`src/rtl/mux_scan_collector_pkg.sv`:
```
// Shared types and sizes for the mux scan collector: state encoding,
// channel geometry and the helper that drops one sample into a frame image.
package mux_scan_collector_pkg;

  localparam int NUM_CH  = 16;
  localparam int CH_W    = 2;
  localparam int SEL_W   = 4;
  localparam int FRAME_W = NUM_CH * CH_W;

  localparam logic [SEL_W-1:0] LAST_SEL = SEL_W'(NUM_CH - 1);

  typedef enum logic [1:0] {
    ST_IDLE   = 2'd0,
    ST_SETTLE = 2'd1,
    ST_SAMPLE = 2'd2,
    ST_HOLD   = 2'd3
  } state_t;

  function automatic logic [FRAME_W-1:0] insert_sample(
    input logic [FRAME_W-1:0] buf_in,
    input logic [SEL_W-1:0]   sel,
    input logic [CH_W-1:0]    data
  );
    logic [FRAME_W-1:0] f;
    f = buf_in;
    f[int'(sel) * CH_W +: CH_W] = data;
    return f;
  endfunction

endpackage

```
`src/rtl/mux_scan_collector_if.sv`:
```
// Bus between the scan collector, the downstream 16:1 mux and the frame consumer.
interface mux_scan_collector_if;
  import mux_scan_collector_pkg::*;

  logic               start;
  logic [CH_W-1:0]    mux_out;
  logic [SEL_W-1:0]   select;
  logic [FRAME_W-1:0] frame;
  logic               frame_valid;
  logic               frame_ready;
  logic               busy;
  logic               overrun;

  modport slave (
    input  start, mux_out, frame_ready,
    output select, frame, frame_valid, busy, overrun
  );

  modport master (
    output start, mux_out, frame_ready,
    input  select, frame, frame_valid, busy, overrun
  );

endinterface

```
`src/rtl/mux_scan_collector_settle_timer.sv`:
```
// Settle down-counter: loaded on entry to a settle window, counted down while
// settling; done marks the final cycle of the window.
module settle_timer #(
  parameter int CNT_W = 3
) (
  input  logic             clk,
  input  logic             rst,
  input  logic             load,
  input  logic [CNT_W-1:0] load_val,
  input  logic             count,
  output logic             done
);

  logic [CNT_W-1:0] cnt_r;

  // Down-counter that stops at zero
  always_ff @(posedge clk) begin
    if (rst) begin
      cnt_r <= {CNT_W{1'b0}};
    end else if (load) begin
      cnt_r <= load_val;
    end else if (count && (cnt_r != {CNT_W{1'b0}})) begin
      cnt_r <= cnt_r - CNT_W'(1);
    end else begin
      cnt_r <= cnt_r;
    end
  end

  assign done = (cnt_r == CNT_W'(1));

endmodule

```
`src/rtl/mux_scan_collector.sv`:
```
// Scans a 16:1 mux channel by channel, packs the 2-bit samples into a frame
// and offers the frame to a consumer with a valid/ready handshake.
module mux_scan_collector
  import mux_scan_collector_pkg::*;
#(
  parameter int SETTLE     = 1,
  parameter bit CONTINUOUS = 1'b0
) (
  input logic                 clk,
  input logic                 rst,
  mux_scan_collector_if.slave bus
);

  localparam bit         HAS_SETTLE = (SETTLE != 0);
  localparam logic [2:0] SETTLE_VAL = 3'(SETTLE);

  state_t             state_r;
  logic [SEL_W-1:0]   select_r;
  logic [FRAME_W-1:0] cap_r;
  logic [FRAME_W-1:0] frame_r;
  logic               frame_valid_r;
  logic               busy_r;
  logic               overrun_r;

  logic               handshake_s;
  logic               last_s;
  logic               scan_begin_s;
  logic               load_s;
  logic               count_s;
  logic               settle_done_s;
  logic               overrun_hit_s;
  logic [FRAME_W-1:0] cap_next_s;
  state_t             scan_state_s;

  // Decode handshake, scan starts, settle-timer control and overrun events
  always_comb begin
    handshake_s   = (state_r == ST_HOLD) && bus.frame_ready;
    last_s        = (select_r == LAST_SEL);
    scan_begin_s  = ((state_r == ST_IDLE) && bus.start) ||
                    (handshake_s && (CONTINUOUS || bus.start));
    cap_next_s    = insert_sample(cap_r, select_r, bus.mux_out);
    load_s        = HAS_SETTLE && (scan_begin_s || ((state_r == ST_SAMPLE) && !last_s));
    count_s       = (state_r == ST_SETTLE);
    overrun_hit_s = bus.start &&
                    ((state_r == ST_SETTLE) || (state_r == ST_SAMPLE) ||
                     ((state_r == ST_HOLD) && !handshake_s));
    // With no settle time every channel is sampled on consecutive cycles
    if (HAS_SETTLE) begin
      scan_state_s = ST_SETTLE;
    end else begin
      scan_state_s = ST_SAMPLE;
    end
  end

  settle_timer #(
    .CNT_W (3)
  ) u_settle_timer (
    .clk      (clk),
    .rst      (rst),
    .load     (load_s),
    .load_val (SETTLE_VAL),
    .count    (count_s),
    .done     (settle_done_s)
  );

  // Scan state machine with registered select, buffers and status outputs
  always_ff @(posedge clk) begin
    if (rst) begin
      state_r       <= ST_IDLE;
      select_r      <= {SEL_W{1'b0}};
      cap_r         <= {FRAME_W{1'b0}};
      frame_r       <= {FRAME_W{1'b0}};
      frame_valid_r <= 1'b0;
      busy_r        <= 1'b0;
      overrun_r     <= 1'b0;
    end else begin
      overrun_r <= overrun_r | overrun_hit_s;
      case (state_r)
        ST_IDLE: begin
          if (scan_begin_s) begin
            select_r <= {SEL_W{1'b0}};
            state_r  <= scan_state_s;
            busy_r   <= 1'b1;
          end else begin
            state_r  <= ST_IDLE;
            busy_r   <= 1'b0;
          end
        end
        ST_SETTLE: begin
          if (settle_done_s) begin
            state_r <= ST_SAMPLE;
          end else begin
            state_r <= ST_SETTLE;
          end
        end
        ST_SAMPLE: begin
          cap_r <= cap_next_s;
          // The last channel goes straight into the frame alongside the buffer
          if (last_s) begin
            frame_r       <= cap_next_s;
            frame_valid_r <= 1'b1;
            state_r       <= ST_HOLD;
          end else begin
            select_r <= select_r + SEL_W'(1);
            state_r  <= scan_state_s;
          end
        end
        ST_HOLD: begin
          if (handshake_s) begin
            frame_valid_r <= 1'b0;
            if (scan_begin_s) begin
              select_r <= {SEL_W{1'b0}};
              state_r  <= scan_state_s;
            end else begin
              state_r  <= ST_IDLE;
              busy_r   <= 1'b0;
            end
          end else begin
            state_r <= ST_HOLD;
          end
        end
        default: begin
          state_r       <= ST_IDLE;
          frame_valid_r <= 1'b0;
          busy_r        <= 1'b0;
        end
      endcase
    end
  end

  assign bus.select      = select_r;
  assign bus.frame       = frame_r;
  assign bus.frame_valid = frame_valid_r;
  assign bus.busy        = busy_r;
  assign bus.overrun     = overrun_r;

endmodule

```
`src/flat_wrapper.sv`:
```
// flat-port wrapper written by rule: the top's interface ports become plain ports
module mux_scan_collector_flat import mux_scan_collector_pkg::*;
#(
  parameter int SETTLE     = 1,
  parameter bit CONTINUOUS = 1'b0
)
  (clk, rst, bus_start, bus_mux_out, bus_frame_ready, bus_select, bus_frame, bus_frame_valid, bus_busy, bus_overrun);
  mux_scan_collector_if bus_i ();
  input logic clk;
  input logic rst;
  input wire logic [$bits(bus_i.start)-1:0] bus_start;
  input wire logic [$bits(bus_i.mux_out)-1:0] bus_mux_out;
  input wire logic [$bits(bus_i.frame_ready)-1:0] bus_frame_ready;
  output wire logic [$bits(bus_i.select)-1:0] bus_select;
  output wire logic [$bits(bus_i.frame)-1:0] bus_frame;
  output wire logic [$bits(bus_i.frame_valid)-1:0] bus_frame_valid;
  output wire logic [$bits(bus_i.busy)-1:0] bus_busy;
  output wire logic [$bits(bus_i.overrun)-1:0] bus_overrun;
  assign bus_i.start = bus_start;
  assign bus_i.mux_out = bus_mux_out;
  assign bus_i.frame_ready = bus_frame_ready;
  assign bus_select = bus_i.select;
  assign bus_frame = bus_i.frame;
  assign bus_frame_valid = bus_i.frame_valid;
  assign bus_busy = bus_i.busy;
  assign bus_overrun = bus_i.overrun;
  mux_scan_collector #(.SETTLE(SETTLE), .CONTINUOUS(CONTINUOUS)) u_core (.clk(clk), .rst(rst), .bus(bus_i));
endmodule
```
`config.mk`:
```
export PLATFORM = sky130hd
export DESIGN_NAME = mux_scan_collector_flat
export DESIGN_NICKNAME = d
export VERILOG_FILES = /design/src/rtl/mux_scan_collector_pkg.sv /design/src/rtl/mux_scan_collector_if.sv /design/src/rtl/mux_scan_collector_settle_timer.sv /design/src/rtl/mux_scan_collector.sv /design/src/flat_wrapper.sv
export SDC_FILE = /design/constraint.sdc
export NUM_CORES = 1
export LEC_CHECK = 0
export ABC_AREA = 1
export CORE_ASPECT_RATIO = 1.4
export CORE_UTILIZATION = 30
export DETAILED_ROUTE_END_ITERATION = 7
export GPL_TIMING_DRIVEN = 0
export MAX_ROUTING_LAYER = met4
export PLACE_DENSITY_LB_ADDON = 0.12
export SYNTH_ARGS = -nofsm -noshare
export SYNTH_HDL_FRONTEND = slang
export SYNTH_SLANG_ARGS = --single-unit
export TNS_END_PERCENT = 100
```
`constraint.sdc`:
```
create_clock -name clk -period 2.3 [get_ports clk]
set_input_delay 0.46 -clock clk [delete_from_list [all_inputs] [get_ports clk]]
set_output_delay 0.46 -clock clk [all_outputs]
set_load 0.005 [all_outputs]
```
==> results.sh, run 1 <==
export IMPL_numCtsBuffers=9
export IMPL_synth_top_area_frac=0.377
export IMPL_nFillCells=1440
export IMPL_grt_pass1_vias=3515
export IMPL_netlist_top_cells_area="dfxtp_1, nor2_1, inv_1"
export IMPL_grtUsageTotal=0.159
export IMPL_relSlewSlack=0.586
export IMPL_gp_congestion=0.826
export IMPL_p_comb_frac=0.052
export IMPL_crit_buf_inv=3
export IMPL_antenna_found_initial=0
export IMPL_p_int_w=0.00235
export IMPL_max_cap_violations=0
export IMPL_synthCells=600
export IMPL_fin_ws_ps=265
export IMPL_drive_above_1_share=0.0910
export IMPL_grt_busiest_layer="met2"
export IMPL_hold_viol=0
export IMPL_worst_pin_slew_ps=621
export IMPL_postSynthAreaPerCell_um2=6.72
export IMPL_setup_viol=0
export IMPL_crit_type="reg -> reg"
export IMPL_placed_area_um2=4690
export IMPL_finalCritPeriodShare=0.885
export IMPL_avgViaCountPerCell=4.40
export IMPL_first_pass_iters=4
export IMPL_ys_warn_count=0
export IMPL_die_x_um=100
export IMPL_yosysSeqAreaShare=0.377
export IMPL_critPathSlowestCell="dfxtp_2"
export IMPL_die_area_um2=13900
export IMPL_met3_usage=0.0272
export IMPL_drt_wl_total_mm=10.1
export IMPL_io_buffers=43
export IMPL_final_area_um2=5020
export IMPL_synth_cell_types=35
export IMPL_start_kind="register"
export IMPL_grt_max_degree=13
export IMPL_fmax_ghz=0.491
export IMPL_finalNetCount=673
export IMPL_wire_per_inst_um=12.1
export IMPL_worstPathRequired_ps=2590
export IMPL_status="finished clean"
export IMPL_skew_ps=7.94
export IMPL_report_final_slew_viol_count=0
export IMPL_post_place_ws_ps=-330
export IMPL_clk_pin_slew_ps=60
export IMPL_seqPwrFrac=0.446
export IMPL_rows=49
export IMPL_layout_min_cycle_time_ps=2030
export IMPL_synth_top_area_cell="dfxtp_1"
export IMPL_root_buffer="clkbuf_16"
export IMPL_min_from="u_core.bus.overrun$_SDFF_PP0_"
export IMPL_grtUsageMet2=0.276
export IMPL_place_hpwl_mm=7.62
export IMPL_yosys_register_bits=76
export IMPL_pwr_density_cell_nw_per_um2=599
export IMPL_gr_usage_met1=0.180
export IMPL_area_delta_synth_final_pct=24.4
export IMPL_crit_family="simple AND/OR/NAND/NOR gates"
export IMPL_fin_util=0.386
export IMPL_hold_path_class="reg -> reg"
export IMPL_syn_area_um2=4030
export IMPL_vdd_ir_drop_worst_mv=0.313
export IMPL_synth_edff_count=0
export IMPL_cts_setup_buffers=0
export IMPL_grt_overflow=0
export IMPL_cp_cell_sequence="clkinv_2 > ha_2 > inv_2 > nand2_1 > nor2_2 > nand2_1 > o21ai_0 > o21ai_0 > inv_1"
export IMPL_die_h_um=139
export IMPL_synth_fp_nets=619
export IMPL_cts_resized=3
export IMPL_h_tree_depth=3
export IMPL_end_kind="register"
export IMPL_num_io_pins=45
export IMPL_r2r_start="u_core.bus.select[0]$_SDFFE_PP0P_"
export IMPL_synthArstFlopShare=0
export IMPL_cts_max_path_buffers=2
export IMPL_worstSkewPairLatency_ps=340
export IMPL_arrival_ps=2320
export IMPL_critPathLaunch="u_core.bus.select[0]$_SDFFE_PP0P_"
export IMPL_postRouteAntennaNets=0
export IMPL_core_um2=13000
export IMPL_layoutNonFillerInstCount=837
export IMPL_cts_sinks=76
export IMPL_synth_ff_type="dfxtp_1"
export IMPL_drtIter0Drc=118
export IMPL_p_leak_nw=2.34
export IMPL_drc=0
export IMPL_crit_fanout=9
export IMPL_clkPwrFrac=0.502
export IMPL_dp_cells=821
export IMPL_switching_share=0.219
export IMPL_antennaDiodeCount=0
export IMPL_grt_first_pass_wirelength_mm=16.9
export IMPL_power_switching_w=0.000659
export IMPL_initial_core_util=0.310
export IMPL_hold_buffers=0
export IMPL_dr_total_vias=3684
export IMPL_cts_tree="built"
export IMPL_whs_ps=452
export IMPL_critical_path_max_stage_delay_ps=440
export IMPL_grt_setup_unrepaired="false"
==> worst register-to-register path: stages, from the launching register on <==
cell and delay (ps):
dfxtp_2 440, clkinv_2 200, ha_2 390, inv_2 170
nand2_1 130, nor2_2 230, nand2_1 100, o21ai_0 140
o21ai_0 130, inv_1 60
==> Yosys cell counts (all sizes together) (2+ instances only) <==
library cell,instances
ha,13
dfxtp,76
clkbuf,15
buf,12
or2,2
nor2,122
a21oi,32
nor3,7
nand3,49
o21ai,52
nand4,12
inv,107
nand2,93
==> cells in the final DEF (no fill, tap or decap), types with 2 or more instances in the layout <==
master | synthesis | layout
nor2_1 | 116 | 114
nor2_2 | 3 | 5
nand2_2 | 4 | 4
or2_2 | 2 | 2
nand3_1 | 47 | 47
clkbuf_8 | 5 | 9
clkbuf_1 | 9 | 9
buf_2 | 4 | 4
nor2_4 | 3 | 3
buf_1 | 2 | 2
nand4_2 | 2 | 2
dfxtp_1 | 76 | 75
clkinv_2 | 0 | 2
nand3_2 | 2 | 2
inv_2 | 3 | 4
nor3_1 | 7 | 7
clkbuf_16 | 0 | 9
o21ai_0 | 47 | 47
a21oi_1 | 31 | 31
o21ai_1 | 5 | 5
nand2_1 | 89 | 89
inv_1 | 104 | 103
ha_1 | 13 | 12
clkdlybuf4s50_1 | 0 | 43
buf_6 | 5 | 5
nand4_1 | 9 | 9
==> power groups by stage <==
| stage | Clock [W] | Sequential (W) | Combinational [W] |
|---|---|---|---|
| global route | 0.00162 | 0.00134 | 0.000177 |
| detailed placement | 0 | 0.00137 | 0.000156 |
| global placement | 0 | 0.00137 | 0.000154 |
| floorplan | 0 | 0.00137 | 0.000107 |
| finish | 0.00151 | 0.00134 | 0.000156 |
| CTS | 0.00156 | 0.00134 | 0.000158 |
==> area by class of cell <==
| cell class | instances | area (um2) | share of cell area |
|---|---|---|---|
| multi-input combinational | 389 | 1910 | 0.380 |
| clock buffer | 13 | 280 | 0.0558 |
| buffer | 27 | 209 | 0.0416 |
| inverter | 108 | 407 | 0.0810 |
| sequential | 76 | 1520 | 0.303 |
| clock inverter | 3 | 42.5 | 0.00847 |
| tap | 178 | 223 | 0.0444 |
| timing repair buffer | 43 | 430 | 0.0857 |
==> through the flow <==
stage          setup TNS, ps  total power [W]
6_report                   0          0.00301
5_1_grt                    0          0.00314
4_1_cts                    0          0.00306
3_5_place_dp           -6510          0.00153
3_3_place_gp           -6780          0.00152
2_1_floorplan              0          0.00148
==> logic make-up (layout without fill, tap and decap cells) <==
| group | count (synthesis) | in the layout | share of synthesized area |
|---|---|---|---|
| buffers and inverters | 135 | 194 | 0.152 |
| AOI/OAI and AO/OA | 87 | 87 | 0.111 |
| adders and majority gates | 13 | 13 | 0.0403 |
| and+or+nand+nor | 288 | 288 | 0.315 |
| DFF | 76 | 76 | 0.377 |
| xor gates and xnor gates | 1 | 1 | 0.00403 |
==> state kept, by name (all words and copies together), names as in the netlist <==
| signal | flops |
|---|---|
| u_core.u_settle_timer.cnt_r | 3 |
| u_core.cap_r | 32 |
| u_core.bus.frame_valid | 1 |
| u_core.state_r | 2 |
| u_core.bus.overrun | 1 |
| u_core.bus.frame | 32 |
| u_core.bus.busy | 1 |
| u_core.bus.select | 4 |
==> path summary, 6_finish.rpt <==
| kind | to | slack [ps] | cells past startpoint |
|---|---|---|---|
| max | u_core.bus.frame[23]$_SDFFE_PP0P_ | 270 | 9 |
| min reg2reg | u_core.bus.overrun$_SDFF_PP0_ | 450 | 2 |
| max reg2reg | u_core.bus.frame[23]$_SDFFE_PP0P_ | 270 | 9 |
| min | u_core.bus.overrun$_SDFF_PP0_ | 450 | 2 |
==> metal layers <==
| metal | wire length, um | share of wire |
|---|---|---|
| met5 | 0 | 0 |
| met4 | 205 | 0.020 |
| met3 | 288 | 0.028 |
| met2 | 5100 | 0.50 |
| met1 | 4530 | 0.45 |
Power figures use the tool's default switching activity.
==> run 2, diff against run 1 <==
--- a/config.mk
+++ b/config.mk
@@ -6,12 +6,14 @@
 export NUM_CORES = 1
 export LEC_CHECK = 0
 export ABC_AREA = 1
+export CAP_MARGIN = 20
 export CORE_ASPECT_RATIO = 1.4
 export CORE_UTILIZATION = 30
 export DETAILED_ROUTE_END_ITERATION = 7
 export GPL_TIMING_DRIVEN = 0
 export MAX_ROUTING_LAYER = met4
 export PLACE_DENSITY_LB_ADDON = 0.12
+export RECOVER_POWER = 50
 export SYNTH_ARGS = -nofsm -noshare
 export SYNTH_HDL_FRONTEND = slang
 export SYNTH_SLANG_ARGS = --single-unit
==> run 2 against run 1 <==
Compared with the run above: clock power about the same; non-clock buffer count unchanged; sequential share of layout area up 0.14 points; sequential power about the same; clock skew up 0.73 ps; count of clock-buffer cells in the layout unchanged; cell count unchanged; wire length up 0.17%; global-route usage unchanged; maximum frequency down 4.0%; critical endpoint is now u_core.bus.select[2]$_SDFFE_PP0P_.
==> results.sh, run 2 (synthesis results as in run 1) <==
export IMPL_final_seq_area_um2=1520
export IMPL_finalCritPeriodShare=0.921
export IMPL_cts_max_path_buffers=2
export IMPL_power_total_w=0.00301
export IMPL_core_um2=13000
export IMPL_first_pass_iters=4
export IMPL_drtIter0Drc=148
export IMPL_fin_util=0.384
export IMPL_cts_sinks=76
export IMPL_hold_path_class="reg -> reg"
export IMPL_place_hpwl_mm=7.62
export IMPL_skew_ps=8.67
export IMPL_grt_overflow=0
export IMPL_grt_first_pass_wirelength_mm=16.9
export IMPL_worstPathRequired_ps=2520
export IMPL_critPathSlowestCell="nand4_1"
export IMPL_max_cap_violations=0
export IMPL_gp_congestion=0.826
export IMPL_hold_viol=0
export IMPL_crit_fanout=10
export IMPL_antenna_found_initial=0
export IMPL_rows=49
export IMPL_numCtsBuffers=9
export IMPL_die_area_um2=13900
export IMPL_worstSkewPairLatency_ps=340
export IMPL_grt_pass1_vias=3515
export IMPL_avgViaCountPerCell=4.43
export IMPL_r2r_setup_slack_ps=180
export IMPL_status="finished clean"
export IMPL_cp_cell_sequence="inv_1 > ha_1 > nand4_1 > nand3_1 > a21oi_2 > inv_1 > o21ai_1 > nor3_1"
export IMPL_path_common_cell="inv_1"
export IMPL_final_cell_mix="nor2_1, inv_1, nand2_1"
export IMPL_grt_setup_unrepaired="false"
export IMPL_nFillCells=1443
export IMPL_start_kind="register"
export IMPL_postRouteAntennaNets=0
export IMPL_finalNetCount=673
export IMPL_initial_core_util=0.310
export IMPL_drive_above_1_share=0.0850
export IMPL_end_kind="register"
export IMPL_die_h_um=139
export IMPL_drc=0
export IMPL_setup_viol=0
export IMPL_h_tree_depth=3
export IMPL_layout_commonest_cell="nor2_1"
export IMPL_arrival_ps=2340
export IMPL_critical_path_max_stage_delay_ps=390
export IMPL_io_buffers=43
export IMPL_antennaDiodeCount=0
export IMPL_cts_tree="built"
export IMPL_drt_wl_total_mm=10.1
export IMPL_crit_buf_inv=2
export IMPL_grtUsageTotal=0.159
export IMPL_relSlewSlack=0.590
export IMPL_wire_per_inst_um=12.1
export IMPL_root_buffer="clkbuf_16"
export IMPL_grt_max_degree=13
export IMPL_p_leak_nw=2.45
export IMPL_crit_family="simple AND/OR/NAND/NOR gates"
export IMPL_crit_type="reg -> reg"
export IMPL_pwr_density_cell_nw_per_um2=602
export IMPL_worst_pin_slew_ps=614
export IMPL_fmax_ghz=0.472
export IMPL_multiInputGateArea_um2=1890
export IMPL_die_x_um=100
export IMPL_report_final_slew_viol_count=0
export IMPL_area_delta_synth_final_pct=23.9
export IMPL_num_io_pins=45
export IMPL_dr_total_vias=3709
export IMPL_vdd_ir_drop_worst_mv=0.313
export IMPL_layout_min_cycle_time_ps=2120
export IMPL_clk_pin_slew_ps=60
[run 2: worst reg2reg max path: stages, from the launching register on]
cell	delay, ps
dfxtp_1	350
inv_1	90
ha_1	240
nand4_1	390
nand3_1	270
a21oi_2	280
inv_1	110
o21ai_1	190
nor3_1	70
[run 2: worst paths after layout]
kind         cells past startpoint                           from                                end
max                              8   u_core.state_r[0]$_SDFF_PP0_  u_core.bus.select[2]$_SDFFE_PP0P_
min                              2  u_core.bus.overrun$_SDFF_PP0_      u_core.bus.overrun$_SDFF_PP0_
max reg2reg                      8   u_core.state_r[0]$_SDFF_PP0_  u_core.bus.select[2]$_SDFFE_PP0P_
min reg2reg                      2  u_core.bus.overrun$_SDFF_PP0_      u_core.bus.overrun$_SDFF_PP0_
[run 2: stage by stage]
stage / hold slack, ps / setup WS, ps / area [um2] / instances / TNS [ps]
floorplan: 442 / 287 / 4030 / 600 / 0
global placement: 442 / -345 / 4690 / 821 / -6780
detailed placement: 447 / -330 / 4690 / 821 / -6510
CTS: 456 / 63.8 / 5010 / 837 / 0
global route: 496 / 41.8 / 5000 / 837 / 0
finish: 449 / 181 / 5000 / 837 / 0
[run 2: cell type report]
class | count | share of cell area
Clock buffer | 13 | 0.0561
Clock inverter | 3 | 0.00851
Timing Repair Buffer | 43 | 0.0861
Buffer | 27 | 0.0398
Sequential cell | 76 | 0.305
Multi-Input combinational cell | 389 | 0.379
Tap cell | 178 | 0.0446
Inverter | 108 | 0.0811
[run 2: metal layers]
metal / vias to the layer above / GRT usage / wire length (um)
li1: 1969 / - / -
met3: 12 / 0.0272 / 242
met1: 1677 / 0.180 / 4570
met5: - / - / 0
met4: 0 / 0.0625 / 163
met2: 51 / 0.276 / 5170
[run 2: what timing repair did]
action / 4_1_cts / 5_1_grt
resized for setup: 3 / 3
buffers inserted: 0 / 0
hold buffers: 0 / 0
pin swaps: 0 / 0
cloned: 0 / 0
setup endpoints to repair: 49 / 29
endpoints found under the hold margin: 0 / 0
[run 2: power breakdown]
part | total, W | internal (W) | switching [W]
Clock | 0.00151 | 0.000957 | 0.000554
Sequential | 0.00134 | 0.00133 | 0.00000881
Combinational | 0.000154 | 0.0000554 | 0.0000984
Total | 0.00301 | 0.00234 | 0.000662
